==> src/rtl/mul_div_unit.sv <==
// Iterative 32-bit multiply/divide engine sitting in EX, feeding the HILO pair.
// A start pulse in IDLE launches MULT/MULTU/DIV/DIVU. The engine runs 32 radix-2
// iterations, applies signs, then pulses done for one cycle with {hi,lo} valid.
//
// Ports:
//   clk        clock, all state changes on posedge
//   rst        synchronous active-high reset
//   start      launch request, sampled only in IDLE
//   op         00 MULT, 01 MULTU, 10 DIV, 11 DIVU
//   operand_a  multiplicand / dividend (rs)
//   operand_b  multiplier / divisor (rt)
//   cancel     pipeline flush, aborts any operation in progress
//   busy       high whenever the engine is not IDLE
//   done       one-cycle pulse, hi_result/lo_result valid (HILO write_en)
//   hi_result  MUL: product high word, DIV: remainder
//   lo_result  MUL: product low word,  DIV: quotient
module mul_div_unit #(
    parameter int DATA_WIDTH = 32
) (
    input  logic                  clk,
    input  logic                  rst,
    input  logic                  start,
    input  logic [1:0]            op,
    input  logic [DATA_WIDTH-1:0] operand_a,
    input  logic [DATA_WIDTH-1:0] operand_b,
    input  logic                  cancel,
    output logic                  busy,
    output logic                  done,
    output logic [DATA_WIDTH-1:0] hi_result,
    output logic [DATA_WIDTH-1:0] lo_result
);
    localparam int W     = DATA_WIDTH;
    localparam int CNT_W = $clog2(W);

    typedef enum logic [1:0] {IDLE, CALC, FIX, DONE} state_t;

    state_t           state;
    logic [1:0]       op_r;
    logic [CNT_W-1:0] counter;
    logic [W-1:0]     m_op;      // MUL: |multiplicand|, DIV: |divisor|
    logic [2*W-1:0]   acc;       // MUL: {partial product, multiplier}; DIV: dividend/quotient in [W-1:0]
    logic [W:0]       rem;       // DIV partial remainder; raw dividend on divide-by-zero
    logic             neg_q;     // negate product/quotient
    logic             neg_r;     // negate remainder (sign of dividend)
    logic             div_zero;

    // Operand magnitudes; signs only matter for the signed ops (op[0]==0).
    logic         a_neg, b_neg;
    logic [W-1:0] a_abs, b_abs;

    // One iteration of each datapath.
    logic [W:0]   mul_sum;
    logic [W:0]   div_shift;
    logic [W+1:0] div_diff;

    // Sign-corrected results.
    logic [2*W-1:0] prod_fix;
    logic [W-1:0]   fix_hi, fix_lo;

    // NOTE: every combinational output is assigned a default first so no latch is inferred.
    always_comb begin
        a_neg = ~op[0] & operand_a[W-1];
        b_neg = ~op[0] & operand_b[W-1];
        a_abs = a_neg ? -operand_a : operand_a;
        b_abs = b_neg ? -operand_b : operand_b;

        mul_sum   = {1'b0, acc[2*W-1:W]} + (acc[0] ? {1'b0, m_op} : '0);
        div_shift = {rem[W-1:0], acc[W-1]};
        // Extra top bit makes the borrow of shift-minus-divisor visible.
        div_diff  = {1'b0, div_shift} - {2'b0, m_op};

        prod_fix = neg_q ? -acc : acc;
        fix_hi   = prod_fix[2*W-1:W];
        fix_lo   = prod_fix[W-1:0];
        if (op_r[1]) begin
            if (div_zero) begin
                fix_hi = rem[W-1:0];
                fix_lo = '1;
            end else begin
                fix_hi = neg_r ? -rem[W-1:0] : rem[W-1:0];
                fix_lo = neg_q ? -acc[W-1:0] : acc[W-1:0];
            end
        end
    end

    // NOTE: sequential state uses non-blocking assignments so every register samples pre-edge values.
    always_ff @(posedge clk) begin
        if (rst) begin
            // NOTE: datapath registers are reset too; it is cheap here and keeps the engine fully deterministic.
            state     <= IDLE;
            op_r      <= '0;
            counter   <= '0;
            m_op      <= '0;
            acc       <= '0;
            rem       <= '0;
            neg_q     <= 1'b0;
            neg_r     <= 1'b0;
            div_zero  <= 1'b0;
            busy      <= 1'b0;
            done      <= 1'b0;
            hi_result <= '0;
            lo_result <= '0;
        end else begin
            case (state)
                IDLE: begin
                    done <= 1'b0;
                    // cancel beats start: a flushed instruction must not launch.
                    if (start && !cancel) begin
                        op_r    <= op;
                        counter <= '0;
                        neg_q   <= a_neg ^ b_neg;
                        neg_r   <= a_neg;
                        busy    <= 1'b1;
                        if (op[1] && operand_b == '0) begin
                            // Divide by zero: no iterations, hi returns the raw dividend.
                            div_zero <= 1'b1;
                            rem      <= {1'b0, operand_a};
                            acc      <= '0;
                            m_op     <= '0;
                            state    <= FIX;
                        end else begin
                            div_zero <= 1'b0;
                            rem      <= '0;
                            m_op     <= op[1] ? b_abs : a_abs;
                            acc      <= {{W{1'b0}}, (op[1] ? a_abs : b_abs)};
                            state    <= CALC;
                        end
                    end
                end
                CALC: begin
                    if (cancel) begin
                        busy  <= 1'b0;
                        state <= IDLE;
                    end else begin
                        if (op_r[1]) begin
                            // Restoring step: keep the difference only when it did not borrow.
                            if (!div_diff[W+1]) begin
                                rem <= div_diff[W:0];
                                acc <= {acc[2*W-1:W], acc[W-2:0], 1'b1};
                            end else begin
                                rem <= div_shift;
                                acc <= {acc[2*W-1:W], acc[W-2:0], 1'b0};
                            end
                        end else begin
                            // Add into the high half, then shift the whole accumulator right.
                            acc <= {mul_sum, acc[W-1:1]};
                        end
                        counter <= counter + 1'b1;
                        if (counter == CNT_W'(W - 1))
                            state <= FIX;
                    end
                end
                FIX: begin
                    if (cancel) begin
                        busy  <= 1'b0;
                        state <= IDLE;
                    end else begin
                        hi_result <= fix_hi;
                        lo_result <= fix_lo;
                        done      <= 1'b1;
                        state     <= DONE;
                    end
                end
                DONE: begin
                    // Same exit whether or not cancel is asserted.
                    done  <= 1'b0;
                    busy  <= 1'b0;
                    state <= IDLE;
                end
                default: begin
                    done  <= 1'b0;
                    busy  <= 1'b0;
                    state <= IDLE;
                end
            endcase
        end
    end
endmodule

==> config.mk <==
export PLATFORM = sky130hd
export DESIGN_NAME = mul_div_unit
export DESIGN_NICKNAME = d
export VERILOG_FILES = /design/src/rtl/mul_div_unit.sv
export SDC_FILE = /design/constraint.sdc
export NUM_CORES = 1
export LEC_CHECK = 0
export ABC_AREA = 1
export BUFFER_PORTS_ARGS = -buffer_cell sky130_fd_sc_hd__buf_2
export CORE_MARGIN = 4
export CORE_UTILIZATION = 48
export DETAILED_ROUTE_END_ITERATION = 16
export HOLD_SLACK_MARGIN = 0.15
export PLACE_DENSITY = 0.73
export SETUP_SLACK_MARGIN = 0.15
export SLEW_MARGIN = 10
export SYNTH_ARGS = -nofsm -noshare
export SYNTH_HDL_FRONTEND = slang
export SYNTH_SLANG_ARGS = --single-unit
export TNS_END_PERCENT = 20
==> constraint.sdc <==
create_clock -name clk -period 4.23 [get_ports clk]
set_input_delay 0.423 -clock clk [delete_from_list [all_inputs] [get_ports clk]]
set_output_delay 0.423 -clock clk [all_outputs]
set_load 0.02 [all_outputs]
# After elaboration in Yosys (flattened, before gate mapping)
# Index checks and enable logic that the tools add are counted.
dict set report totals {
  regBits 206
  input_bits 70
  output_inout_bits 66
  word_cells 95
}
dict set report classes {
  n_addsub 8
  eq_ne 11
  muxes 40
  n_bitwise 5
  reduce_logical 17
}
# op n
set op_table {}
lappend op_table {{two-way mux 32 bit} 18}
lappend op_table {{two-way mux 64 bit} 4}
lappend op_table {{negation 32 bit} 4}
lappend op_table {{one-hot mux 64 bit (2 select lines)} 1}
lappend op_table {{negation 64 bit} 1}
lappend op_table {{one-hot mux 32 bit (2 select lines)} 1}
lappend op_table {{subtractor 33 x 32 -> 34 bit} 1}
lappend op_table {{adder 32 x 32 -> 33 bit} 1}
lappend op_table {{logical NOT 32 bit} 1}
lappend op_table {{two-way mux 2 bit} 5}
lappend op_table {{two-way mux 5 bit} 2}
lappend op_table {{inequality test 2 bit (second input constant)} 5}
lappend op_table {{one-hot mux 5 bit (2 select lines)} 1}
lappend op_table {{AND reduction 2 bit} 5}
lappend op_table {{one-hot mux 2 bit (4 select lines)} 1}
lappend op_table {{AND reduction 4 bit} 2}
lappend op_table {{adder 5 x 1 -> 5 bit (second input constant)} 1}
lappend op_table {{equality test 5 bit (second input constant)} 1}
lappend op_table {{two-way mux 1 bit} 5}
lappend op_table {{equality test 2 bit (second input constant)} 2}
lappend op_table {{nonzero test 2 bit} 2}
lappend op_table {{OR reduction 2 bit} 2}
lappend op_table {{inequality test 3 bit (second input constant)} 1}
lappend op_table {{one-hot mux 1 bit (3 select lines)} 1}
lappend op_table {{10 further kinds} 13}

# Longest topological paths before layout
# Gate-level depths: netlist (run 1).
dict set report logic_depth {
  word_depth 7
  ltp_mapped 18
  ltp_nobuf 17
}

# Least setup slack after synthesis (run 1)
# OpenSTA, ideal clock, no wires.
dict set report synth_timing {
  path_type {reg2reg}
  from {register acc[0]}
  to {register acc[54]}
  setup_time_ps 132
  t_arrival_ps 2185
  t_required_ps 4098
  setup_slack_ps 1913
  path_stages_with_launch 17
  path_cell_list {dfxtp_1 > buf_2 > clkbuf_1 > nand2_1 > inv_1 > ha_1 > a21oi_1 > nand2_1 > nand2_1 > o211ai_1 > nand2_1 > nand2_1 > nand2_1 > nand2_1 > or2_2 > nand3_1 > a21oi_1}
}
dict set report synth_via {
  elab_chain_cells 5
}
# element line
set synth_rtl {}
lappend synth_rtl {{start, declared} 41} ;# logic [2*W-1:0] acc;
lappend synth_rtl {{start signal, assigned} 125} ;# acc <= {{W{1'b0}}, (op[1] ? a_abs : b_abs)};
lappend synth_rtl {{start signal, assigned} 139} ;# acc <= {acc[2*W-1:W], acc[W-2:0], 1'b1};
lappend synth_rtl {{start signal, assigned} 142} ;# acc <= {acc[2*W-1:W], acc[W-2:0], 1'b0};
lappend synth_rtl {{two-way mux 32 bit} 67} ;# mul_sum = {1'b0, acc[2*W-1:W]} + (acc[0] ? {1'b0, m_op} : '0);
lappend synth_rtl {{adder 32 x 32 -> 33 bit} 67}
lappend synth_rtl {{two-way mux 64 bit} 135} ;# if (op_r[1]) begin
lappend synth_rtl {{two-way mux 64 bit} 131} ;# if (cancel) begin
lappend synth_rtl {{one-hot mux 64 bit (2 select lines)} 104} ;# case (state)
# Every way passes these cells. The select of a mux whose other input is x is not followed.
# A chain may end at the register's enable or synchronous reset.

# Worst setup path in the final report (run 1)
dict set report layout_timing {
  from {register state[1]}
  to {register rem[17]}
}
dict set report layout_via {
  elab_chain_cells 3
  word_cells_on_any_way 8
}
# element line
set layout_rtl {}
lappend layout_rtl {{start, declared} 37} ;# state_t state;
lappend layout_rtl {{start signal, assigned} 90} ;# state <= IDLE;
lappend layout_rtl {{start signal, assigned} 120} ;# state <= FIX;
lappend layout_rtl {{start signal, assigned} 126} ;# state <= CALC;
lappend layout_rtl {{equality test 2 x 1 -> 1 bit or logical NOT 2 bit (tied branches)} 104}
lappend layout_rtl {{inequality test 2 bit (no source line) or nonzero test 2 bit (tied branches)} -}
lappend layout_rtl {{AND reduction 4 bit (no source line)} -}
lappend layout_rtl {{end signal, assigned} 117} ;# rem <= {1'b0, operand_a};
lappend layout_rtl {{end signal, assigned} 138} ;# rem <= div_diff[W:0];
lappend layout_rtl {{end signal, assigned} 141} ;# rem <= div_shift;
lappend layout_rtl {{end, declared} 42} ;# logic [W:0] rem;
# Several ways; a longest one is shown, not always the timed one.

==> key figures, run 1 <==
Run status
  – Status: finished, final reports clean

STA
  – Worst clock skew: 0.0184 ns
  – Fmax: between 300 and 400 MHz
  – Crit share post-route: 0.722
  – Unrepaired setup endpoints after global routing: false
  – Final setup viols: 0
  – Fin. Hold Viols: 0
  – Actual slew at the worst max-slew pin: approximately 1.1 ns
  – Fin crit period: 3.05 ns
  – Fin. max-slew vios: 0
  – Slew HR: 0.249
  – Setup_tns: 0 ns

Global route
  – Vias in the first global route: about 20,000
  – Initial antenna violation count: 0
  – Gr ovfl total: 0
  – First-pass GRT wire length: ~110,000 um
  – Gr usage total: 0.332
  – Largest net degree at the start of global routing: 80

Clocking
  – CTS Buffer Depth: 3
  – # Post-CTS Setup Buffers: 0
  – Cts bufs inserted: 25
  – Cts-stage hold buffer count: 0
  – Number of clock sinks: just over 200
  – Clock-pin slew on the worst setup and hold paths: around 0.060 ns
  – CTS tree: done
  – CTS resizes: 0
  – Clock Latency Late Sink: between 0.5 and 0.6 ns
  – Maximum level of the CTS H-tree: 1
  – Clock root cell: clkbuf_16

Cells and area
  – N_diodes: 0
  – Nets: approximately 3,500
  – Layout cells sized above 1: 0.0940
  – Final non-filler cell total: between 3,000 and 4,000
  – Layout area overhead: 8.87%

Worst setup path
  – CP required: around 4.7 ns
  – WP data arrival: about 3.5 ns
  – CP Launch Type: flop
  – Crit Path Category: flop to flop
  – CP Capture Type: flop
  – Max Fanout on Critical Path: 46

Floorplanning
  – I/O Pins: 136
  – Die H: roughly 210 um
  – Die ar.: between 40,000 and 50,000 um^2
  – Die X: between 200 and 250 um
  – Core area: 38,900 um^2
  – Row cnt: 72
  – Starting Density: 0.489

Synthesis
  – Post-Syn Nets: about 3,400
  – Top-count cell post-synth: nand2_1
  – Post-synth top area cell: dfxtp_1
  – Mean post-synth cell area: roughly 6 um^2
  – Yosys cell types: just under 60
  – Post-synth ARST share: 0
  – YS warnings: 0
  – Post-synth EDFFs: 0
  – Synth top area cells: dfxtp_1, nand2_1, nand3_1, inv_1, a21oi_1
  – Top cells by count, synth: nand2_1, inv_1, nand3_1, nor2_1, a21oi_1
  – Gate Count Post-Synth: between 3,000 and 4,000
  – Post-synth top flop: dfxtp_1
  – Share of the synthesized area in the top cell type: 0.216
  – #FFs+latches synth: 205
  – Mapped cell area: about 19,000 um^2
  – Sequential share of the synthesized area: 0.216

Power
  – Maximum VDD drop: approximately 0.85 mV
  – Leak Pwr: approximately 0.01 uW
  – Int Pwr: roughly 6000 uW
  – Sequential share of power: 0.213
  – Combinational Power Share: 0.624
  – Switching share of power: 0.549
  – Net Switching: between 7000 and 8000 uW
  – Power Density: ~650 nW/um^2
  – Clock share of power: 0.163

Drt
  – DRC Markers: 0
  – Final ANT Viol Nets: 0
  – Routed wire length: between 70,000 and 80,000 um
  – Routed met1 length: roughly 32,000 um
  – Iter 0 DRT Violations: approximately 3,100
  – First-pass DRT Iterations: 6
  – Routed met3 length: 9000 um
  – Max Used Layer: met4
  – Met2 routed WL: ~32,000 um
  – Wire per inst: between 15 and 20 um
  – Via count: around 22,000
  – Vias per cell: 5.82

Placed design
  – Port bufs: around 140
  – Cell total after placement: 3,802
  – HPWL after DPL: between 50,000 and 60,000 um
  – Placer Congestion: around 1.1

Flow run
  – Max cap viols: 0

Min path
  – Class of the worst hold path: input port to flop
-- critical path: stages, from the launching register on --
cell	delay [ns]
dfxtp_1	0.34
inv_1	0.07
ha_2	0.18
buf_4	0.29
o21ai_1	0.22
nand2_2	0.36
nor2_4	0.77
nand2_2	0.37
nor2_1	0.19
nand2_1	0.07
a21oi_1	0.12
-- metrics by stage --
stage                     worst slack [ns]  cell area [um^2]  power (uW)  utilization  hold WS (ns)
after floorplan                       1.91             19000        8850            -         0.450
after global placement                1.31             19900       10900        0.512         0.449
after detailed placement              1.29             19900       10900        0.512         0.456
after CTS                             1.25             20700       13100        0.533         0.164
after global routing                 0.919             20700       14300        0.533         0.193
final                                 1.18             20700       13400        0.533         0.174
-- kinds of logic after synthesis --
logic type	Yosys count	synth area share
AOI/OAI and AO/OA	636	0.185
xor gates and xnor gates	83	0.0382
adders and majority gates	75	0.0501
buffers and inverters	528	0.111
DFF	205	0.216
and+or+nand+nor	1733	0.400
-- layout make-up --
cell class              count  area, um^2
inverters                 393        1480
repair buffers            159         858
multi-input cells        2527       12800
well taps                 518         648
clock buffers              36         717
fillers                  4171       18200
flip-flops and latches    205        4110
clock inverters             9         106
-- power groups by stage --
stage,logic (uW),clock network (uW),registers [uW]
floorplan,6200,0,2650
global placement,8080,0,2840
detailed placement,8080,0,2840
CTS,8110,2190,2800
global route,9140,2260,2850
finish,8340,2190,2850
-- path summary, 6_finish.rpt --
check                          startpoint                 endpoint  slack [ns]  cells past startpoint
hold reg to reg   counter[4]$_SDFFE_PP0P_  counter[4]$_SDFFE_PP0P_        0.47                      2
setup / recovery    state[1]$_SDFFE_PP0P_     rem[17]$_SDFFE_PP0P_        1.18                     10
setup reg to reg    state[1]$_SDFFE_PP0P_     rem[17]$_SDFFE_PP0P_        1.18                     10
hold / removal                     cancel        done$_SDFFE_PP0P_        0.17                      3
-- routing by layer --
layer  vias to the layer above  track usage
met5                         -            0
met4                         0        0.127
met3                       201       0.0640
met2                      1256        0.501
met1                     10100        0.469
li1                      10800            -
-- layout by cell type, fill, tap and decap left out, types with 6 or more instances in the layout --
| cell | netlist | layout |
|---|---|---|
| nor2_4 | 12 | 12 |
| clkbuf_16 | 0 | 25 |
| buf_2 | 25 | 134 |
| dfxtp_1 | 205 | 204 |
| nor2_1 | 319 | 319 |
| nand3_1 | 343 | 343 |
| a31oi_1 | 30 | 30 |
| o21ai_0 | 222 | 222 |
| nor3_2 | 6 | 6 |
| inv_2 | 9 | 11 |
| clkbuf_1 | 82 | 6 |
| inv_1 | 379 | 378 |
| nand2_1 | 871 | 871 |
| nand3b_1 | 26 | 26 |
| xnor2_1 | 21 | 21 |
| a21oi_2 | 12 | 12 |
| or2_2 | 20 | 20 |
| o211ai_1 | 19 | 19 |
| nand2_2 | 17 | 17 |
| nor3_1 | 38 | 38 |
| nor2_2 | 12 | 12 |
| a22oi_1 | 10 | 10 |
| nand3_2 | 11 | 11 |
| a221oi_1 | 20 | 20 |
| o21a_1 | 6 | 6 |
| xor2_1 | 62 | 62 |
| nand4_1 | 36 | 36 |
| buf_4 | 4 | 25 |
| ha_1 | 73 | 72 |
| o21ai_1 | 12 | 12 |
| a21oi_1 | 272 | 272 |
-- flip-flops by register name (all words and copies together), names as in the netlist --
signal     cells
done           1
state          2
lo_result     32
rem           32
busy           1
neg_q          1
counter        5
div_zero       1
op_r           1
hi_result     32
m_op          32
acc           64
neg_r          1
No activity file was read; power rests on OpenSTA's default activity.
==> run 2, diff against run 1 <==
Clock period 4.23 ns to 2.92 ns, I/O delays scaled along.
==> key figures, run 2 (synthesized netlist as in run 1, its figures left out) <==
Run status
  – Status: finished, final reports clean

Worst setup path
  – Crit Path Category: flop to flop
  – CP max-delay cell: dfxtp_1
  – Max incr delay on CP: 0.40 ns (-0.37 ns)
  – Crit path cell chain: buf_6, nand2_1, inv_1, ha_1, a21oi_1, a21boi_1, o21ai_1, buf_4, nand2_1, nand2_1, or2_2, nand3_1, a21oi_1
  – Max Fanout on Critical Path: 30 (-35%)
  – Critical path's top delay family: compound AO/OA/AOI/OAI gates
  – CP Launch Type: flop
  – CP Capture Type: flop
  – CP required: 3.32 ns (-1.39 ns)
  – WP data arrival: 3.04 ns (-0.49 ns)
  – Cell mode on critical path: nand2_1
  – WP buf/inv: 3 (+1)

Cells and area
  – Nets: 3,534 (+2.3%)
  – Commonest cells after routing, fill and taps aside: nand2_1, inv_1, nand3_1, nor2_1, a21oi_1
  – Layout area overhead: 12.9%
  – End-of-flow core utilization: 0.553 (+0.0199)
  – Top reg by flops: acc
  – Layout cells sized above 1: 0.117 (+0.0234)
  – Commonest non-fill, non-tap cell in the layout: nand2_1
  – Max reg flops: 64 (unchanged)

Drt
  – Routed wire length: 78,700 um (+3.8%)
  – Via count: 22,800 (+2.0%)
  – Met2 routed WL: 33,100 um (+4.7%)
  – Routed met1 length: 32,400 um (+2.3%)
  – Max Used Layer: met5
  – Wire per inst: 20.1 um (+1.7%)
  – First-pass DRT Iterations: 5 (-1)
  – Iter 0 DRT Violations: 2,973 (-5.6%)
  – DRC Markers: 0 (unchanged)
  – Routed met3 length: 8960 um (-0.42%)
  – Vias per cell: 5.82 (about the same)
  – Final ANT Viol Nets: 0 (unchanged)

Clocking
  – CTS Buffer Depth: 3 (unchanged)
  – Cts bufs inserted: 25 (unchanged)
  – Clock Latency Late Sink: 0.56 ns (about the same)
  – Clock root cell: clkbuf_16
  – Maximum level of the CTS H-tree: 1 (unchanged)
  – Number of clock sinks: 205 (unchanged)
  – Clock-pin slew on the worst setup and hold paths: 0.06 ns (about the same)
  – CTS tree: done

Power
  – Leak Pwr: 0.0104 uW (+4.5%)
  – Power Density: 951 nW/um^2 (+47%)
  – Maximum VDD drop: 1.52 mV (+79%)

Global route
  – Largest net degree at the start of global routing: 60 (-25%)
  – Gr usage total: 0.346 (+0.0140)
  – First-pass GRT wire length: 120,000 um (+4.1%)
  – Gr ovfl total: 0 (unchanged)
  – Initial antenna violation count: 3 (+3)
  – Vias in the first global route: 20,700 (+3.8%)

Flow run
  – Max cap viols: 0 (unchanged)

STA
  – Actual slew at the worst max-slew pin: 1.12 ns (-0.00380 ns)
  – Crit share post-route: 0.903 (+0.181)
  – Fin. Hold Viols: 0 (unchanged)
  – Fmax: 379 MHz (+16%)
  – Unrepaired setup endpoints after global routing: true
  – Fin. max-slew vios: 0 (unchanged)
  – Worst clock skew: 0.0287 ns (+0.0104 ns)
  – Final setup viols: 0 (unchanged)
  – Setup_tns: 0 ns (unchanged)
  – Fin crit period: 2.64 ns (-0.417 ns)
  – Slew HR: 0.252 (+0.00255)

Floorplanning
  – Die ar.: 42,900 um^2 (unchanged)
  – Core area: 38,900 um^2 (unchanged)
  – I/O Pins: 136 (unchanged)
  – Die H: 207 um (unchanged)
  – Die X: 207 um (unchanged)
  – Row cnt: 72 (unchanged)
  – Starting Density: 0.489 (unchanged)

Min path
  – Class of the worst hold path: input port to flop

Placed design
  – Port bufs: 135 (unchanged)
  – Placer Congestion: 1.06 (+0.24%)
  – HPWL after DPL: 62,800 um (+4.8%)
==> run 2: changes by cell type in the layout (fill, tap and decap cells not counted), sizes merged <==
cell / before / now
clkinvlp: 0 / 3
inv: 391 / 390
dlygate4sd3: 0 / 8
buf: 159 / 228
bufinv: 2 / 5
clkinv: 9 / 11
clkbuf: 36 / 30
diode: 0 / 1
==> run 2: worst paths after layout <==
kind | cells past startpoint | start | slack [ns] | end
worst min register to register | 2 | busy$_SDFFE_PP0P_ | 0.46 | busy$_SDFFE_PP0P_
worst max-delay path | 13 | acc[0]$_SDFFE_PP0P_ | 0.28 | acc[53]$_SDFFE_PP0P_
worst min-delay path | 5 | operand_a[21] | 0.16 | rem[21]$_SDFFE_PP0P_
worst max register to register | 13 | acc[0]$_SDFFE_PP0P_ | 0.28 | acc[53]$_SDFFE_PP0P_
==> run 2: cell type report <==
class                   count  area [um^2]
diodes                      1         2.50
clock buffers              30          654
clock inverters            15          210
fillers                  4217        17400
inverters                 393         1480
multi-input cells        2527        12800
flip-flops and latches    205         4120
well taps                 518          648
repair buffers            236         1540
repair inverters            1         7.51
==> run 2: worst register-to-register path: cells and delay by family, from the launching register on <==
| family | cells | cell delay, ns |
|---|---|---|
| AND/OR/NAND/NOR | 5 | 0.56 |
| buffers and inverters | 3 | 0.50 |
| AO/OA/AOI/OAI | 4 | 0.76 |
| flip-flops | 1 | 0.40 |
| adder cells (fa/ha/maj) | 1 | 0.27 |
==> run 2: where the power goes <==
group | leakage [uW] | internal (uW) | switching, uW
combinational | 0.00826 | 4080 | 9020
clock | 0.000427 | 2040 | 1340
sequential | 0.00167 | 3280 | 678
total | 0.0104 | 9400 | 11000
==> run 2: metrics by stage <==
stage	std cells	worst slack, ns	instance area, um^2	hold slack (ns)	total power, uW
global placement	3867	0.315	20500	0.453	16500
detailed placement	3867	0.282	20500	0.453	16500
finish	3926	0.284	21500	0.160	20400
CTS	3920	0.236	21400	0.151	19900
global route	3925	0.111	21500	0.189	21900
floorplan	3260	0.603	19000	0.444	12800
==> run 2: routing by layer <==
metal  up-vias  GRT usage
met4         4      0.152
met3       218     0.0620
li1      11000          -
met2      1276      0.524
met5         -          0
met1     10400      0.483
==> run 2: timing repair <==
action,in CTS,in global routing
setup buffers,0,4
resized for setup,0,21
hold buffers,8,0
setup endpoints to repair,0,59
endpoints found under the hold margin,13,0
